**src/rtl/wt_multiplier_4x4_if.sv**
```systemverilog
// ----------------------------------------------------------------------------
// wt_multiplier_4x4_if
//   Operand/result bundle for the 4x4 Wallace-tree multiplier.
//
//   Signals:
//     A        4-bit unsigned multiplicand
//     B        4-bit unsigned multiplier
//     Product  8-bit unsigned product, registered inside the multiplier
//
//   Modports:
//     master - the datapath feeding operands and consuming the product
//     slave  - the multiplier itself
// ----------------------------------------------------------------------------
interface wt_multiplier_4x4_if;
  logic [3:0] A;
  logic [3:0] B;
  logic [7:0] Product;

  modport master (
    output A,
    output B,
    input  Product
  );

  modport slave (
    input  A,
    input  B,
    output Product
  );
endinterface : wt_multiplier_4x4_if

```
**src/rtl/wt_multiplier_4x4.sv**
```systemverilog
// ----------------------------------------------------------------------------
// wt_multiplier_4x4
//   Unsigned 4x4-bit multiplier. The sixteen partial products are reduced by
//   a two-layer Wallace tree of explicit full/half adders down to two rows,
//   which a ripple-carry adder then sums. The 8-bit product is registered,
//   giving one cycle of latency and one result per cycle. Operands are not
//   registered; they feed the tree combinationally.
//
//   Ports:
//     clk  in   rising-edge clock
//     rst  in   asynchronous active-high reset, clears Product immediately
//     bus  slave modport of wt_multiplier_4x4_if
//            bus.A        in   4-bit multiplicand
//            bus.B        in   4-bit multiplier
//            bus.Product  out  8-bit registered product A*B
// ----------------------------------------------------------------------------
module wt_multiplier_4x4 (
  input  logic                  clk,
  input  logic                  rst,
  wt_multiplier_4x4_if.slave    bus
);

  // Sum/carry pair produced by one adder cell.
  typedef struct packed {
    logic c;
    logic s;
  } sum_t;

  // 3:2 compressor.
  function automatic sum_t fa(input logic x, input logic y, input logic z);
    sum_t r;
    r.s = x ^ y ^ z;
    r.c = (x & y) | (x & z) | (y & z);
    return r;
  endfunction

  // 2:2 compressor.
  function automatic sum_t ha(input logic x, input logic y);
    sum_t r;
    r.s = x ^ y;
    r.c = x & y;
    return r;
  endfunction

  // pp[i][j] = A[j] & B[i], weight 2^(i+j).
  logic [3:0][3:0] pp;

  // Layer 1 cells, named by the column weight they reduce.
  sum_t l1_h1, l1_f2, l1_f3, l1_f4, l1_h5;
  // Layer 2 cells.
  sum_t l2_h2, l2_f3, l2_h4, l2_h5, l2_h6;

  // The two rows left after reduction. Columns 0..2 and 7 hold a single bit,
  // so row_b only spans the weights where a second bit can exist.
  logic [7:0] row_a;
  logic [6:0] row_b;

  // Ripple-carry adder state: rc[k] is the carry into weight k.
  sum_t [6:0] rip;
  logic [7:0] rc;

  logic [7:0] product_d;
  logic [7:0] product_q;

  // NOTE: every variable assigned in always_comb gets a default at the top so
  // that no path leaves it unassigned and a latch can never be inferred.
  always_comb begin
    pp        = '0;
    l1_h1     = '0;
    l1_f2     = '0;
    l1_f3     = '0;
    l1_f4     = '0;
    l1_h5     = '0;
    l2_h2     = '0;
    l2_f3     = '0;
    l2_h4     = '0;
    l2_h5     = '0;
    l2_h6     = '0;
    row_a     = '0;
    row_b     = '0;
    rip       = '0;
    rc        = '0;
    product_d = '0;

    // Partial-product matrix; column heights 1,2,3,4,3,2,1 for weights 0..6.
    for (int i = 0; i < 4; i++) begin
      for (int j = 0; j < 4; j++) begin
        pp[i][j] = bus.A[j] & bus.B[i];
      end
    end

    // ---- Layer 1 -----------------------------------------------------------
    // w0 (1 bit)  : pp[0][0] passes through
    // w1 (2 bits) : HA
    // w2 (3 bits) : FA
    // w3 (4 bits) : FA on three bits, pp[3][0] passes through
    // w4 (3 bits) : FA
    // w5 (2 bits) : HA
    // w6 (1 bit)  : pp[3][3] passes through
    l1_h1 = ha(pp[0][1], pp[1][0]);
    l1_f2 = fa(pp[0][2], pp[1][1], pp[2][0]);
    l1_f3 = fa(pp[0][3], pp[1][2], pp[2][1]);
    l1_f4 = fa(pp[1][3], pp[2][2], pp[3][1]);
    l1_h5 = ha(pp[2][3], pp[3][2]);

    // ---- Layer 2 -----------------------------------------------------------
    // Heights entering this layer are 1,1,2,3,2,2,2 for weights 0..6; only
    // w3 still holds three bits, but every remaining pair is also compressed.
    l2_h2 = ha(l1_f2.s, l1_h1.c);
    l2_f3 = fa(l1_f3.s, pp[3][0], l1_f2.c);
    l2_h4 = ha(l1_f4.s, l1_f3.c);
    l2_h5 = ha(l1_h5.s, l1_f4.c);
    l2_h6 = ha(pp[3][3], l1_h5.c);

    // ---- Two-row form (every column now holds at most 2 bits) -------------
    row_a[0] = pp[0][0];
    row_a[1] = l1_h1.s;
    row_a[2] = l2_h2.s;
    row_a[3] = l2_f3.s;  row_b[3] = l2_h2.c;
    row_a[4] = l2_h4.s;  row_b[4] = l2_f3.c;
    row_a[5] = l2_h5.s;  row_b[5] = l2_h4.c;
    row_a[6] = l2_h6.s;  row_b[6] = l2_h5.c;
    row_a[7] = l2_h6.c;

    // ---- Final carry-propagate adder ---------------------------------------
    for (int k = 0; k < 7; k++) begin
      rip[k]       = fa(row_a[k], row_b[k], rc[k]);
      product_d[k] = rip[k].s;
      rc[k+1]      = rip[k].c;
    end
    // Weight 7 carries one tree bit plus the ripple carry. Since the largest
    // product is 225 the two are never both set, so a plain XOR yields bit 7
    // and the carry out of this column is always zero.
    product_d[7] = row_a[7] ^ rc[7];
  end

  // NOTE: sequential state uses non-blocking assignments so every register
  // samples the pre-edge value of its inputs regardless of block ordering.
  always_ff @(posedge clk or posedge rst) begin
    if (rst) begin
      product_q <= '0;
    end else begin
      product_q <= product_d;
    end
  end

  assign bus.Product = product_q;

endmodule : wt_multiplier_4x4

```
**src/flat_wrapper.sv**
```systemverilog
// flat-port wrapper written by rule: the top's interface ports become plain ports
module wt_multiplier_4x4_flat 
  (clk, rst, bus_A, bus_B, bus_Product);
  wt_multiplier_4x4_if bus_i ();
  input  logic clk;
  input  logic rst;
  input wire logic [$bits(bus_i.A)-1:0] bus_A;
  input wire logic [$bits(bus_i.B)-1:0] bus_B;
  output wire logic [$bits(bus_i.Product)-1:0] bus_Product;
  assign bus_i.A = bus_A;
  assign bus_i.B = bus_B;
  assign bus_Product = bus_i.Product;
  wt_multiplier_4x4 u_core (.clk(clk), .rst(rst), .bus(bus_i));
endmodule
```
**config.mk**
```make
export PLATFORM = sky130hd
export DESIGN_NAME = wt_multiplier_4x4_flat
export DESIGN_NICKNAME = d
export VERILOG_FILES = /design/src/rtl/wt_multiplier_4x4_if.sv /design/src/rtl/wt_multiplier_4x4.sv /design/src/flat_wrapper.sv
export SDC_FILE = /design/constraint.sdc
export NUM_CORES = 1
export LEC_CHECK = 0
export CAP_MARGIN = 20
export CORE_MARGIN = 2
export CORE_UTILIZATION = 30
export DETAILED_ROUTE_END_ITERATION = 10
export SLEW_MARGIN = 15
export SYNTH_ARGS = -nofsm -noshare
export SYNTH_HDL_FRONTEND = slang
export SYNTH_SLANG_ARGS = --single-unit
export TNS_END_PERCENT = 30
```
**constraint.sdc**
```tcl
create_clock -name clk -period 0.8 [get_ports clk]
set_input_delay 0.2 -clock clk [delete_from_list [all_inputs] [get_ports clk]]
set_output_delay 0.2 -clock clk [all_outputs]
set_load 0.01 [all_outputs]
```
==> results of run 1 <==
-- worst max path at each step --
stage / from / end / slack (ps)
after floorplan: bus_A[3] / u_core.bus.Product[7] / -1970
after global placement: bus_B[0] / u_core.bus.Product[6] / -2500
after detailed placement: bus_B[0] / u_core.bus.Product[7] / -2520
after CTS: bus_A[2] / u_core.bus.Product[6] / -1870
after global routing: bus_B[1] / u_core.bus.Product[6] / -1910
final: bus_B[1] / u_core.bus.Product[6] / -1870
-- layer usage --
| metal | part of all wire | GRT usage | routed length (µm) | vias up |
|---|---|---|---|---|
| met5 | 0 | 0 | 0 | - |
| met4 | 0.027 | 0.114 | 27 | 0 |
| met3 | 0.056 | 0.0226 | 55 | 2 |
| met2 | 0.49 | 0.179 | 480 | 15 |
| met1 | 0.43 | 0.124 | 422 | 186 |
| li1 | - | - | - | 206 |
-- layout by cell type, fill, tap and decap left out, types with 2 or more instances in the layout --
| cell | synthesis | routed |
|---|---|---|
| buf_4 | 0 | 9 |
| clkdlybuf4s50_1 | 0 | 2 |
| buf_6 | 0 | 4 |
| inv_1 | 12 | 8 |
| dfrtp_1 | 8 | 8 |
| ha_4 | 0 | 2 |
| and2_1 | 15 | 9 |
| inv_2 | 0 | 4 |
| and2_4 | 0 | 6 |
| buf_2 | 0 | 9 |
| clkbuf_4 | 0 | 3 |
| fa_1 | 7 | 3 |
| fa_2 | 0 | 4 |
| ha_1 | 7 | 5 |
-- through the flow --
stage	hold WS [ps]	std cells
floorplan	15.7	51
global placement	457	100
detailed placement	457	100
CTS	189	104
global route	194	104
finish	188	104
-- final cells by class --
cell class	instances	area, µm²	area share
clock buffers	3	22.5	0.0260
inverters	12	45.0	0.0520
multi-input cells	31	384	0.444
flip-flops and latches	8	200	0.231
well taps	25	31.3	0.0361
repair buffers	25	183	0.211
-- Yosys cell counts --
cell     number
nand2_1       1
fa_1          7
ha_1          7
xnor2_1       1
inv_1        12
and2_1       15
dfrtp_1       8
-- what timing repair did --
item	in CTS	in global routing
endpoints found under the hold margin	0	0
setup buffers	1	0
hold buffers	0	0
resized for setup	73	8
pin swaps	9	9
endpoints found under the setup margin	15	15
-- power by group --
part           internal [mW]  switching [mW]  leakage, nW
combinational          0.242           0.222        0.333
sequential             0.480          0.0166       0.0989
clock                  0.170           0.118       0.0138
-- kinds of logic (layout without fill, tap and decap cells) --
| kind of cell | Yosys count | count (layout) | synth area share |
|---|---|---|---|
| xor gates and xnor gates | 1 | 1 | 0.0151 |
| buffers and inverters | 12 | 40 | 0.0777 |
| DFF | 8 | 8 | 0.346 |
| and+or+nand+nor | 16 | 16 | 0.168 |
| adders and majority gates | 14 | 14 | 0.393 |
==> results.ini, run 1 <==
[global_route]
grt_pass1_vias = 416
grt_pass1_wl_mm = 1.66
antenna_found_initial = 0
grt_max_degree = 9
overflow = 0
grt_use_total = 0.114

[layout]
area_growth_pct = 49.5
fin_util = 0.491
drive_gt1_frac = 0.532
layout.nets = 105
fillers = 176
largest_reg_flops = 8
design_area_um2 = 866
antenna_cells = 0

[cts]
cts_buffers = 3
htree_levels = 1
cts_buffer_depth = 2
cts_num_sinks = 8
cts-root-buf = clkbuf_4
path_clk_slew_ps = 50
cts_tree = yes

[sta]
slew_viol_final = 0
setup_ws_ps = -1870
relSlewSlack = 0.812
worst_slew_pin_slew_ps = 282
final.setup.tns_ps = -8870
rsz0062_at_grt = yes
fin_crit_ps = 2670
setup_viol = 14
post-route-period-util = 3.33
max_freq_ghz = 0.375
hold_violations = 0

[detailed_routing]
wire_per_inst_um = 9.47
drt-total-wl_um = 985
drt_iter0_drc = 1
viasPerCell = 3.93
drc = 0
vias = 409
final_antenna_net_count = 0
first_pass_iters = 2

[floorplan]
dieArea_mm2 = 0.00230
fp.dieW_um = 47.9
io_pins = 18
die_y_um = 47.9
fp.coreArea_mm2 = 0.00176
num_rows = 15
start_util = 0.328

[setup_path]
slowest_stage = fa_1
critPathKind = primary input to flip-flop
worstPathRequired_ps = 940
cp_top_family = adder cells
setup.worst_path.start_class = primary input
cp_num_buf_inv = 5
max_stage_delay_ps = 530
arrival_ps = 2810
cp_num_cells = 12
critical_path.max_fanout = 2
crit_path_end_kind = flip-flop
cpMostUsedCell = fa_2
cp_cell_sequence = buf_6, and2_4, fa_1, inv_1, fa_1, inv_2, ha_4, fa_2, inv_2, fa_2, fa_2, inv_1

[pwr]
p_leak_nw = 0.446
peakVddDrop_v = 0.000550
total_power_mw = 1.25
power.density_mw_per_mm2 = 1440

[placement]
port-buffer-count = 17
placed_area_um2 = 833
dp_hpwl_um = 820
dp_slack_ps = -2520
gp_congestion = 0.733

[logic_synthesis]
yosysWarnings = 0
synthesis.area_um2 = 579
netlist_top_cells_area = dfrtp_1 (35%), fa_1 (24%), and2_1 (16%)
synth_top_area_share = 0.346
syn_nets = 75
syn_avg_cell_area_um2 = 11.4
yosysSeqAreaShare = 0.346
netlist.top_cell.by_area = dfrtp_1
ys_ff_latch = 8
synth.distinct_cells = 7
synth_cells = 51

[run_status]
status = finished, violations left
violations = setup timing

[job]
drv_cap = 0

[worst_hold_path]
hold_class = primary input to asynchronous set/reset pin

No activity file was read; power rests on OpenSTA's default activity.
==> run 2, diff against run 1 <==
Settings changed: CORE_UTILIZATION 30 to 43, PLACE_DENSITY from default to 0.85.
==> results.ini, run 2 (synthesis gave the netlist of run 1 again) <==
[layout]
fillers = 106  ; -40%
largest_reg_flops = 8  ; unchanged
layout.nets = 105  ; unchanged
final_cell_mix = buf_2 (11), and2_1 (10), buf_4 (8), dfrtp_1 (8)
final_common_cell = buf_2
fin_cells = 94  ; -9.6%
regArea_um2 = 200  ; unchanged
antenna_cells = 0  ; unchanged
drive_gt1_frac = 0.532  ; unchanged
design_area_um2 = 847  ; -2.2%
area_growth_pct = 46.2
multi_input_comb_area_um2 = 382  ; -0.65%

[floorplan]
fp.dieW_um = 40.7  ; -15%
io_pins = 18  ; unchanged
fp.coreArea_mm2 = 0.00128  ; -27%
dieArea_mm2 = 0.00166  ; -28%
num_rows = 13  ; -2
start_util = 0.451  ; +0.122
die_y_um = 40.7  ; -15%

[pwr]
peakVddDrop_v = 0.000654  ; +19%
p_switching_mw = 0.381  ; +7.0%
p_seq_frac = 0.389  ; -0.009
swShare = 0.300  ; +0.0143
power.density_mw_per_mm2 = 1500  ; +4.1%
combPwrFrac = 0.371  ; about the same
intPower_mw = 0.891  ; -0.17%
p_clk_frac = 0.240  ; +0.009
p_leak_nw = 0.439  ; -1.6%

[detailed_routing]
wire_per_inst_um = 11.7  ; +24%
drc = 0  ; unchanged
route.met3.wl_um = 75  ; +36%
drt_iter0_drc = 1  ; unchanged
route.met2.wl_um = 697  ; +45%
first_pass_iters = 2  ; unchanged
vias = 417  ; +2.0%
final_antenna_net_count = 0  ; unchanged
drt-total-wl_mm = 1.10  ; +12%
met1_length_um = 327  ; -23%
viasPerCell = 4.44  ; +13%
routed.top_layer = met3

[global_route]
overflow = 0  ; unchanged
grt_use_total = 0.183  ; +0.0692
grt_pass1_vias = 440  ; +5.8%
antenna_found_initial = 0  ; unchanged
grt_pass1_wl_mm = 1.78  ; +7.5%
grt_max_degree = 9  ; unchanged

[sta]
slew_viol_final = 0  ; unchanged
hold_violations = 0  ; unchanged
post-route-period-util = 3.41  ; +0.0787
setup_ws_ps = -1930  ; -63.0 ps
fin_crit_ps = 2730  ; +63.0 ps
setup_viol = 15  ; +1
max_freq_ghz = 0.366  ; -2.3%
final.setup.tns_ps = -9300  ; -422 ps
worst_slew_pin_slew_ps = 274  ; -7.63 ps
relSlewSlack = 0.817  ; +0.00509
rsz0062_at_grt = yes

[placement]
port-buffer-count = 17  ; unchanged
dp_hpwl_um = 873  ; +6.5%
gp_congestion = 0.756  ; +3.1%
placed_area_um2 = 813  ; -2.4%
placed_cells = 89  ; -11%

[cts]
path_clk_slew_ps = 50  ; about the same
cts_buffer_depth = 2  ; unchanged
htree_levels = 1  ; unchanged
hold_buffers = 0  ; unchanged
cts_num_sinks = 8  ; unchanged
cts_buffers = 3  ; unchanged
cts_tree = yes
cts-root-buf = clkbuf_4

[run_status]
status = finished, violations left
violations = setup timing

[setup_path]
critPathKind = primary input to flip-flop
critical_path.max_fanout = 2  ; unchanged
arrival_ps = 2880  ; +70 ps
critPathLaunch = bus_B[0]
setup.worst_path.start_class = primary input
worstPathRequired_ps = 950  ; about the same
crit_path_end_kind = flip-flop

[worst_hold_path]
hold_class = primary input to asynchronous set/reset pin

[job]
drv_cap = 0  ; unchanged

==> run 2: layout make-up <==
class / instances / share of cell area
Tap cell: 15 / 0.0222
Inverter: 12 / 0.0532
Clock buffer: 3 / 0.0266
Sequential cell: 8 / 0.236
Multi-Input combinational cell: 31 / 0.451
Timing Repair Buffer: 25 / 0.211
==> run 2: layer usage <==
metal / GRT usage / up-vias
li1: - / 206
met1: 0.160 / 195
met2: 0.353 / 16
met3: 0.0326 / 0
met4: 0.150 / 0
met5: 0 / -
==> run 2: how the worst max path moves through the flow <==
stage,to,slack [ps]
after detailed placement,u_core.bus.Product[7],-2630
after global placement,u_core.bus.Product[7],-2490
final,u_core.bus.Product[6],-1930
after CTS,u_core.bus.Product[6],-1910
after floorplan,u_core.bus.Product[7],-1970
after global routing,u_core.bus.Product[6],-1960
==> run 2: worst max-delay path: stages <==
cell and delay (ps):
buf_6 90, and2_4 150, fa_1 540, inv_2 40, fa_1 510, inv_2 100
ha_4 130, fa_2 190, inv_2 40, fa_2 330, fa_2 530, inv_2 30
==> run 2: power by group through the flow <==
stage,registers [mW],logic [mW],clock network [mW]
floorplan,0.549,0.159,0
global placement,0.502,0.446,0
detailed placement,0.504,0.473,0
CTS,0.494,0.446,0.313
global route,0.504,0.542,0.326
finish,0.495,0.471,0.305
==> run 2: stage by stage <==
step | setup slack, ps | hold slack, ps | power [mW] | util
6_report | -1930 | 191 | 1.27 | 0.659
2_1_floorplan | -1970 | 15.7 | 0.707 | -
4_1_cts | -1910 | 204 | 1.25 | 0.654
3_3_place_gp | -2490 | 446 | 0.948 | 0.633
5_1_grt | -1960 | 233 | 1.37 | 0.659
3_5_place_dp | -2630 | 471 | 0.978 | 0.633
==> run 2: timing repair <==
item,4_1_cts,5_1_grt
resized for setup,75,4
setup endpoints to repair,16,15
endpoints found under the hold margin,0,0
setup buffers,2,0
pin swaps,13,5
==> run 3, diff against run 2 <==
Settings changed: CAP_MARGIN 20 to default.
==> results of run 3 <==
No change in the layout: final DEF, timing and power equal those of run 2.
